### src/rtl/disp_src_sel.sv
// disp_src_sel: N-channel display-source selector with browsing, edit blink, freeze and idle auto-return
module disp_src_sel #(
  parameter int NCH = 4,
  parameter int NF = 3,
  parameter int FW = 8,
  parameter int TIMEOUT = 10,
  parameter logic [FW-1:0] BLANK = {FW{1'b1}},
  localparam int CW = $clog2(NCH),
  localparam int FLW = (NF > 1) ? $clog2(NF) : 1,
  localparam int W = NF * FW
) (
  input  logic               clk,
  input  logic               rst_n,
  input  logic               tick_1hz,
  input  logic               tick_blink,
  input  logic               mode_next,
  input  logic               field_next,
  input  logic               edit_en,
  input  logic               hold,
  input  logic [NCH*W-1:0]   ch_data,
  output logic [W-1:0]       tm,
  output logic [CW-1:0]      cur_ch,
  output logic [FLW-1:0]     cur_field,
  output logic               not_live
);
  typedef enum logic [1:0] {LIVE, BROWSE, EDIT} state_t;
  state_t state_q, state_d;
  logic [CW-1:0] ch_q, ch_d;
  logic [FLW-1:0] field_q, field_d;
  logic phase_q, phase_d;
  logic [7:0] idle_q, idle_d;
  logic [W-1:0] tm_q, tm_d, word;
  logic not_live_q, not_live_d;
  logic fld_hit;
  logic [W-1:0] words [NCH];
  for (genvar k = 0; k < NCH; k++) begin : g_words
    assign words[k] = ch_data[k*W +: W];
  end
  // channel, field, blink phase and idle-timeout bookkeeping; buttons outrank expiry
  always_comb begin
    ch_d = ch_q;
    field_d = field_q;
    phase_d = phase_q;
    idle_d = idle_q;
    fld_hit = 1'b0;
    if (mode_next) begin
      ch_d = (ch_q == CW'(NCH - 1)) ? '0 : ch_q + CW'(1);
      field_d = '0;
      idle_d = '0;
    end else if (field_next && state_q != LIVE) begin
      idle_d = '0;
      if (state_q == EDIT) begin
        field_d = (field_q == FLW'(NF - 1)) ? '0 : field_q + FLW'(1);
        phase_d = 1'b1;
        fld_hit = 1'b1;
      end
    end else if (tick_1hz && state_q != LIVE) begin
      if (idle_q + 8'd1 == 8'(TIMEOUT)) begin
        ch_d = '0;
        field_d = '0;
      end else begin
        idle_d = idle_q + 8'd1;
      end
    end
    state_d = (ch_d == '0) ? LIVE : edit_en ? EDIT : BROWSE;
    if (state_d == LIVE) idle_d = '0;
    if (state_d != EDIT) begin
      phase_d = 1'b1;
    end else if (state_q != EDIT) begin
      phase_d = 1'b1;
      field_d = '0;
    end else if (tick_blink && !fld_hit) begin
      phase_d = ~phase_q;
    end
    not_live_d = (ch_d != '0);
  end
  // display word: selected channel with the edited field blanked in the off phase, frozen by hold
  always_comb begin
    word = words[ch_q];
    for (int f = 0; f < NF; f++)
      if (state_q == EDIT && !phase_q && field_q == FLW'(f)) word[(NF-1-f)*FW +: FW] = BLANK;
    tm_d = hold ? tm_q : word;
  end
  // state registers
  always_ff @(posedge clk or negedge rst_n) begin
    if (!rst_n) begin
      state_q <= LIVE;
      ch_q <= '0;
      field_q <= '0;
      phase_q <= 1'b1;
      idle_q <= '0;
      tm_q <= '0;
      not_live_q <= 1'b0;
    end else begin
      state_q <= state_d;
      ch_q <= ch_d;
      field_q <= field_d;
      phase_q <= phase_d;
      idle_q <= idle_d;
      tm_q <= tm_d;
      not_live_q <= not_live_d;
    end
  end
  assign tm = tm_q;
  assign cur_ch = ch_q;
  assign cur_field = field_q;
  assign not_live = not_live_q;
endmodule

### config.mk
export PLATFORM = sky130hd
export DESIGN_NAME = disp_src_sel
export DESIGN_NICKNAME = d
export VERILOG_FILES = /design/src/rtl/disp_src_sel.sv
export SDC_FILE = /design/constraint.sdc
export NUM_CORES = 1
export LEC_CHECK = 0
export BUFFER_PORTS_ARGS = -buffer_cell sky130_fd_sc_hd__buf_2
export CAP_MARGIN = 25
export CORE_MARGIN = 2
export CORE_UTILIZATION = 41
export DETAILED_ROUTE_END_ITERATION = 12
export GPL_TIMING_DRIVEN = 0
export HOLD_SLACK_MARGIN = 0.12
export PLACE_DENSITY = 0.85
export SLEW_MARGIN = 40
export SYNTH_ARGS = -nofsm -noshare
export SYNTH_HDL_FRONTEND = slang
export SYNTH_SLANG_ARGS = --single-unit
### constraint.sdc
create_clock -name clk -period 2.5 [get_ports clk]
set_clock_uncertainty 0.05 [all_clocks]
set_input_delay 0.125 -clock clk [delete_from_list [all_inputs] [get_ports clk]]
set_output_delay 0.125 -clock clk [all_outputs]
set_load 0.02 [all_outputs]
==> impl_results.md, run 1 <==
- Status: finished, final reports clean
- Routed length per instance: 15.7 um
- Slew Viols, Final: 0
- Fin crit share: 95.5%
- F_max: 419 MHz
- Worst EP required: 2.69 ns
- Layout net count: 429
- RR Startpoint: idle_q[0]
- GRT overflow: 0
- Reg2Reg Setup Slack: 0.11 ns
- DP Wirelength: 5000 um
- Syn avg cell area: 13.7 um^2
- Distinct cells, synth: 48
- Clk pwr share: 19.7%
- Rel. slew slack: 56.8%
- Antenna viol nets, final: 0
- Detailed Route Iter0 Violations: 45
- Max-Cap Viols: 0
- Syn Inst Count: 178
- Maximum vdd drop: 530 uV
- Setup Viol. Count Final: 0
- ANT cells: 0
- Hold Path Depth: 3
- First-pass GRT wire length: 9770 um
- RR Endpoint: phase_q
- CTS tree: yes
- Worst reg2reg path depth: 7
- CP Class: flip-flop to flip-flop
- Root buf cell: clkbuf_8
- Via Count: 2,128
- GPL Wtd Cong: 0.777
- GR Util All Layers: 19.8%
- Flop pwr share: 32.2%
- Post-synthesis cell area: 2430 um^2
- Dpl cell area: 3200 um^2
- Final Non-Filler Cells: 398
- Htree depth: 2
- Main flop type after synthesis: dfrtp_1
- Gate power share: 48.1%
- Synth top area cells: dfrtp_1 40%, mux4_2 22%, o22a_1 8.7%
- Number of global-route vias before repair: 2,160
- Post-synth top area share: 40.2%
- Type of the tightest min-delay check: input pin to flip-flop
- Switch Pwr: 1.07 mW
- DIE WIDTH: 81.0 um
- Die Y: 81.0 um
- Die area: 6560 um^2
- Pwr per Cell Area: 871 nW/um^2
- Placed Cells: 385
- Core Util, Final: 58.3%
- Worst-Skew Late Latency: 0.29 ns
- Hold Path End: tm[16]
- Clock Tree Buf Depth: 2
- Area grow syn2layout: 39.4%
- WP data arrival: 2.58 ns
- Number of synthesized flops with an enable pin: 0
- Crit path time final: 2.39 ns
- Register area share after synthesis: 41.2%
- Area leader, netlist: dfrtp_1
- TritonCTS Buffers: 5
- Worst slew pin tran: 0.649 ns
- Crit Path Max Fanout: 6
- Mapped Nets: 285
- Setup TNS Final: 0 ns
- Most frequent cells in the layout: 135 x buf_2, 39 x dfrtp_1, 24 x mux4_2, 24 x o22a_1, 13 x nor2_1
- Remaining DRCs: 0
- Final Cell Area: 3390 um^2
- Seq cells post-synth: 40
- Worst hold path startpoint: ch_data[16]
- Final Hold Vio Count: 0
- PortBufs: 132
- Async SR Flop Fraction: 100%
- I/O pin count: 133
- CP endpoint kind: flip-flop
- Floorplan Core Area: 5820 um^2
- Clock tree sinks: 40
- CTS clock-pin slew for the worst setup and hold paths: 0.08 ns
- Int Power: 1.88 mW
- Ratio of cells with drive above 1 in the final layout: 57.3%
- Routed Wire Length: 6260 um
- First drt pass iteration count: 4
- Switching Share: 36.2%
- Most common cell after layout, fill and taps aside: buf_2
- Initial antenna violation count: 0
- Pin count of the biggest net entering global routing: 41
- RSZ-0062 raised after global routing: no
- Leakage: 1.51 nW
- Vias per cell: 5.35
- Yosys Warn Count: 0
- Rows: 28
- Starting density of the core: 41.8%
- Startpoint types: flip-flop
- Hold Slack: 0.203 ns
- FILL cells: 517
==> worst max-delay path by stage <==
stage / from / to / slack (ns) / depth (start not counted)
2_1_floorplan: cur_ch[0] / tm[4] / 0.62 / 4
3_3_place_gp: cur_ch[1] / tm[15] / 0.52 / 4
3_5_place_dp: cur_ch[1] / tm[15] / 0.45 / 4
4_1_cts: idle_q[0] / phase_q / 0.04 / 7
5_1_grt: idle_q[0] / phase_q / 0.02 / 7
6_report: idle_q[0] / phase_q / 0.11 / 7
==> power by group through the flow <==
stage	logic [mW]	registers, mW	clock network, mW
2_1_floorplan	0.805	1.15	0
3_3_place_gp	1.40	0.945	0
3_5_place_dp	1.43	0.960	0
4_1_cts	1.44	0.949	0.595
5_1_grt	1.53	0.975	0.630
6_report	1.42	0.950	0.581
==> cell type report <==
| type | instances | area, um^2 | area share [%] |
|---|---|---|---|
| clock buffer | 7 | 96.3 | 2.84 |
| sequential | 40 | 1000 | 29.6 |
| timing repair buffer | 137 | 713 | 21.0 |
| tap | 75 | 93.8 | 2.77 |
| buffer | 10 | 46.3 | 1.37 |
| inverter | 4 | 15.0 | 0.443 |
| clock inverter | 1 | 30.0 | 0.886 |
| multi-input combinational | 124 | 1390 | 41.1 |
==> state kept, by name, summed over array words and instances, names as in the netlist <==
register and count:
cur_ch 2, cur_field 2, idle_q 8, not_live 1, phase_q 1, state_q 2
tm 24
==> kinds of logic after synthesis <==
kind of cell	share of synthesized area (%)
AO/OA/AOI/OAI	17.9
multiplexers	23.3
XOR/XNOR	2.88
flip-flops	41.2
adder cells (fa/ha/maj)	1.54
AND/OR/NAND/NOR	10.6
buffers and inverters	2.52
==> worst max-delay path: stages (launching register included) <==
cell	delay [ns]
dfrtp_1	0.43
ha_2	0.24
or4_4	0.53
o221ai_4	0.13
a41oi_4	0.18
and2_4	0.19
nand3_2	0.04
dlygate4sd3_1	0.54
==> per-layer routing <==
| layer | GRT usage, % | vias up | share of wire [%] |
|---|---|---|---|
| met2 | 37.5 | 80 | 53 |
| met3 | 4.78 | 5 | 6.0 |
| met4 | 4.07 | 0 | 0.78 |
| met5 | 0 | - | 0 |
| li1 | - | 1005 | - |
| met1 | 22.4 | 1038 | 40 |
==> repair_timing <==
action,CTS,global route
gates resized for setup,0,1
hold buffers,5,0
buffers inserted,0,0
setup endpoints to repair,0,1
hold endpoints to repair,44,0
==> through the flow <==
stage	power, mW	setup slack, ns
global placement	2.34	0.521
finish	2.95	0.111
CTS	2.98	0.0414
floorplan	1.96	0.620
detailed placement	2.39	0.446
global route	3.14	0.0191
==> cell usage after synthesis, types with 2 or more instances <==
master and n:
nor3_1 2, nand4_1 4, nand2b_1 2, o22a_1 24
clkbuf_1 5, buf_2 4, nor3b_1 2, o21a_1 2
inv_1 3, ha_1 3, mux4_2 24, o21ai_0 3
xnor2_1 6, nor2_1 13, a21oi_1 5, dfrtp_1 39
nand2_1 3, xor2_1 2, o41ai_2 2, nor2b_1 2
No activity file was read; power rests on OpenSTA's default activity.
==> inputs of run 2 (changes only) <==
Settings changed: CORE_UTILIZATION 41 to 45, PLACE_DENSITY 0.85 to 0.91, SLEW_MARGIN 40 to 5.
==> run 2 against run 1 <==
Against the previous run: core utilization rose by 6.0 points; first-iteration DRC count rose by 36%; non-clock buffer count did not move; via count rose by 3.9%; global-route usage rose by 2.4 points; flip-flop and latch count did not move; wire length rose by 4.3%; count of clock-buffer cells in the layout did not move; register-to-register slack barely moved; critical path depth did not move; sequential power fell by 0.4%; largest power group unchanged.
==> impl_results.md, run 2 (synthesized netlist as in run 1, its figures left out) <==
- Status: finished, final reports clean
- Max-Cap Viols: 0
- CP endpoint kind: flip-flop
- GR Util All Layers: 22.2%
- Dpl cell area: 3180 um^2
- Worst reg2reg path depth: 7
- Final Hold Vio Count: 0
- RSZ-0062 raised after global routing: no
- Initial antenna violation count: 0
- GRT overflow: 0
- Rows: 26
- Root buf cell: clkbuf_8
- First-pass GRT wire length: 10,600 um
- Ratio of cells with drive above 1 in the final layout: 57.0%
- Fin crit share: 95.4%
- Leakage: 1.48 nW
- Remaining DRCs: 0
- Setup TNS Final: 0 ns
- DIE WIDTH: 77.5 um
- Htree depth: 2
- Antenna viol nets, final: 0
- CTS clock-pin slew for the worst setup and hold paths: 0.07 ns
- Sequential Area: 1000 um^2
- Routed length per instance: 16.6 um
- Clock tree sinks: 40
- Multi-input logic area: 1370 um^2
- Die Y: 77.5 um
- Maximum vdd drop: 505 uV
- Most frequent cells in the layout: 136 x buf_2, 39 x dfrtp_1, 24 x mux4_2, 24 x o22a_1, 13 x nor2_1
- FILL cells: 424
- Largest register FFs: 24
- PortBufs: 132
- Detailed Route Iter0 Violations: 61
- Crit path time final: 2.39 ns
- First drt pass iteration count: 4
- Post-CTS setup buffer count: 0
- Die area: 6000 um^2
- Crit Path Max Fanout: 6
- Final Cell Area: 3320 um^2
- Layout net count: 429
- Startpoint types: flip-flop
- Via Count: 2,210
- Pin count of the biggest net entering global routing: 41
- Worst EP required: 2.67 ns
- Floorplan Core Area: 5170 um^2
- GPL Wtd Cong: 0.828
- CTS tree: yes
- Setup Viol. Count Final: 0
- Type of the tightest min-delay check: input pin to async pin
- WP data arrival: 2.56 ns
- Routed Wire Length: 6530 um
- Vias per cell: 5.62
- DP Wirelength: 5190 um
- ANT cells: 0
- CP Class: flip-flop to flip-flop
- I/O pin count: 133
- F_max: 419 MHz
- TritonCTS Buffers: 5
- Clock Tree Buf Depth: 2
- Rel. slew slack: 33.9%
- Worst slew pin tran: 0.980 ns
- Pwr per Cell Area: 839 nW/um^2
- Number of global-route vias before repair: 2,293
- Worst-Skew Late Latency: 0.28 ns
- Area grow syn2layout: 36.7%
- Slew Viols, Final: 0
- Core Util, Final: 64.2%
- Most common cell after layout, fill and taps aside: buf_2
- Tot Pwr: 2.79 mW
- Starting density of the core: 47.0%
-- run 2: cell count changes in the layout (fill, tap and decap cells not counted), sizes merged --
cell	before	now
buf	137	138
bufinv	1	0
clkinv	1	2
dlygate4sd3	5	4
-- run 2: routing by layer --
layer | global-route usage, % | vias up | share of wire [%] | routed length (um)
met5 | 0 | - | 0 | 0
met4 | 3.75 | 0 | 0.58 | 38
met3 | 4.30 | 4 | 6.4 | 415
met2 | 41.0 | 101 | 54 | 3520
met1 | 27.3 | 1103 | 39 | 2560
li1 | - | 1002 | - | -
-- run 2: power by group --
group / internal, mW / switching (mW) / total [mW]
Combinational: 0.700 / 0.736 / 1.44
Sequential: 0.830 / 0.116 / 0.946
Clock: 0.196 / 0.208 / 0.404
Total: 1.73 / 1.06 / 2.79
-- run 2: worst paths after layout --
path,slack [ns],to,from
min reg2reg,0.45,tm[0],tm[0]
min,0.12,idle_q[6],rst_n
max,0.11,phase_q,idle_q[0]
max in group asynchronous,1.82,phase_q,rst_n
max reg2reg,0.11,phase_q,idle_q[0]
min in group clk,0.15,cur_ch[0],mode_next
-- run 2: what timing repair did --
| action | 4_1_cts | 5_1_grt |
|---|---|---|
| hold buffers | 4 | 0 |
| hold endpoints to repair | 42 | 0 |
| gates resized for setup | 0 | 1 |
| endpoints found under the setup margin | 0 | 1 |
-- run 2: critical path, cell delays in order, from the launching register on --
cell and delay, ns:
dfrtp_1 0.43, ha_2 0.24, or4_4 0.53, o221ai_4 0.12, a41oi_4 0.17, and2_4 0.19
nand3_2 0.04, dlygate4sd3_1 0.54
-- run 2: cell type report --
type | instances | area share, %
inverter | 4 | 0.452
clock buffer | 7 | 2.30
multi-input combinational | 124 | 41.2
sequential | 40 | 30.2
buffer | 10 | 1.39
clock inverter | 1 | 0.151
tap | 70 | 2.64
timing repair buffer | 137 | 21.7
-- run 2: stage by stage --
stage	cells	worst slack [ns]	hold WS (ns)
floorplan	178	0.620	-0.221
global placement	380	0.453	0.243
detailed placement	380	0.412	0.251
CTS	392	0.0500	0.139
global route	393	0.0380	0.137
finish	393	0.115	0.124
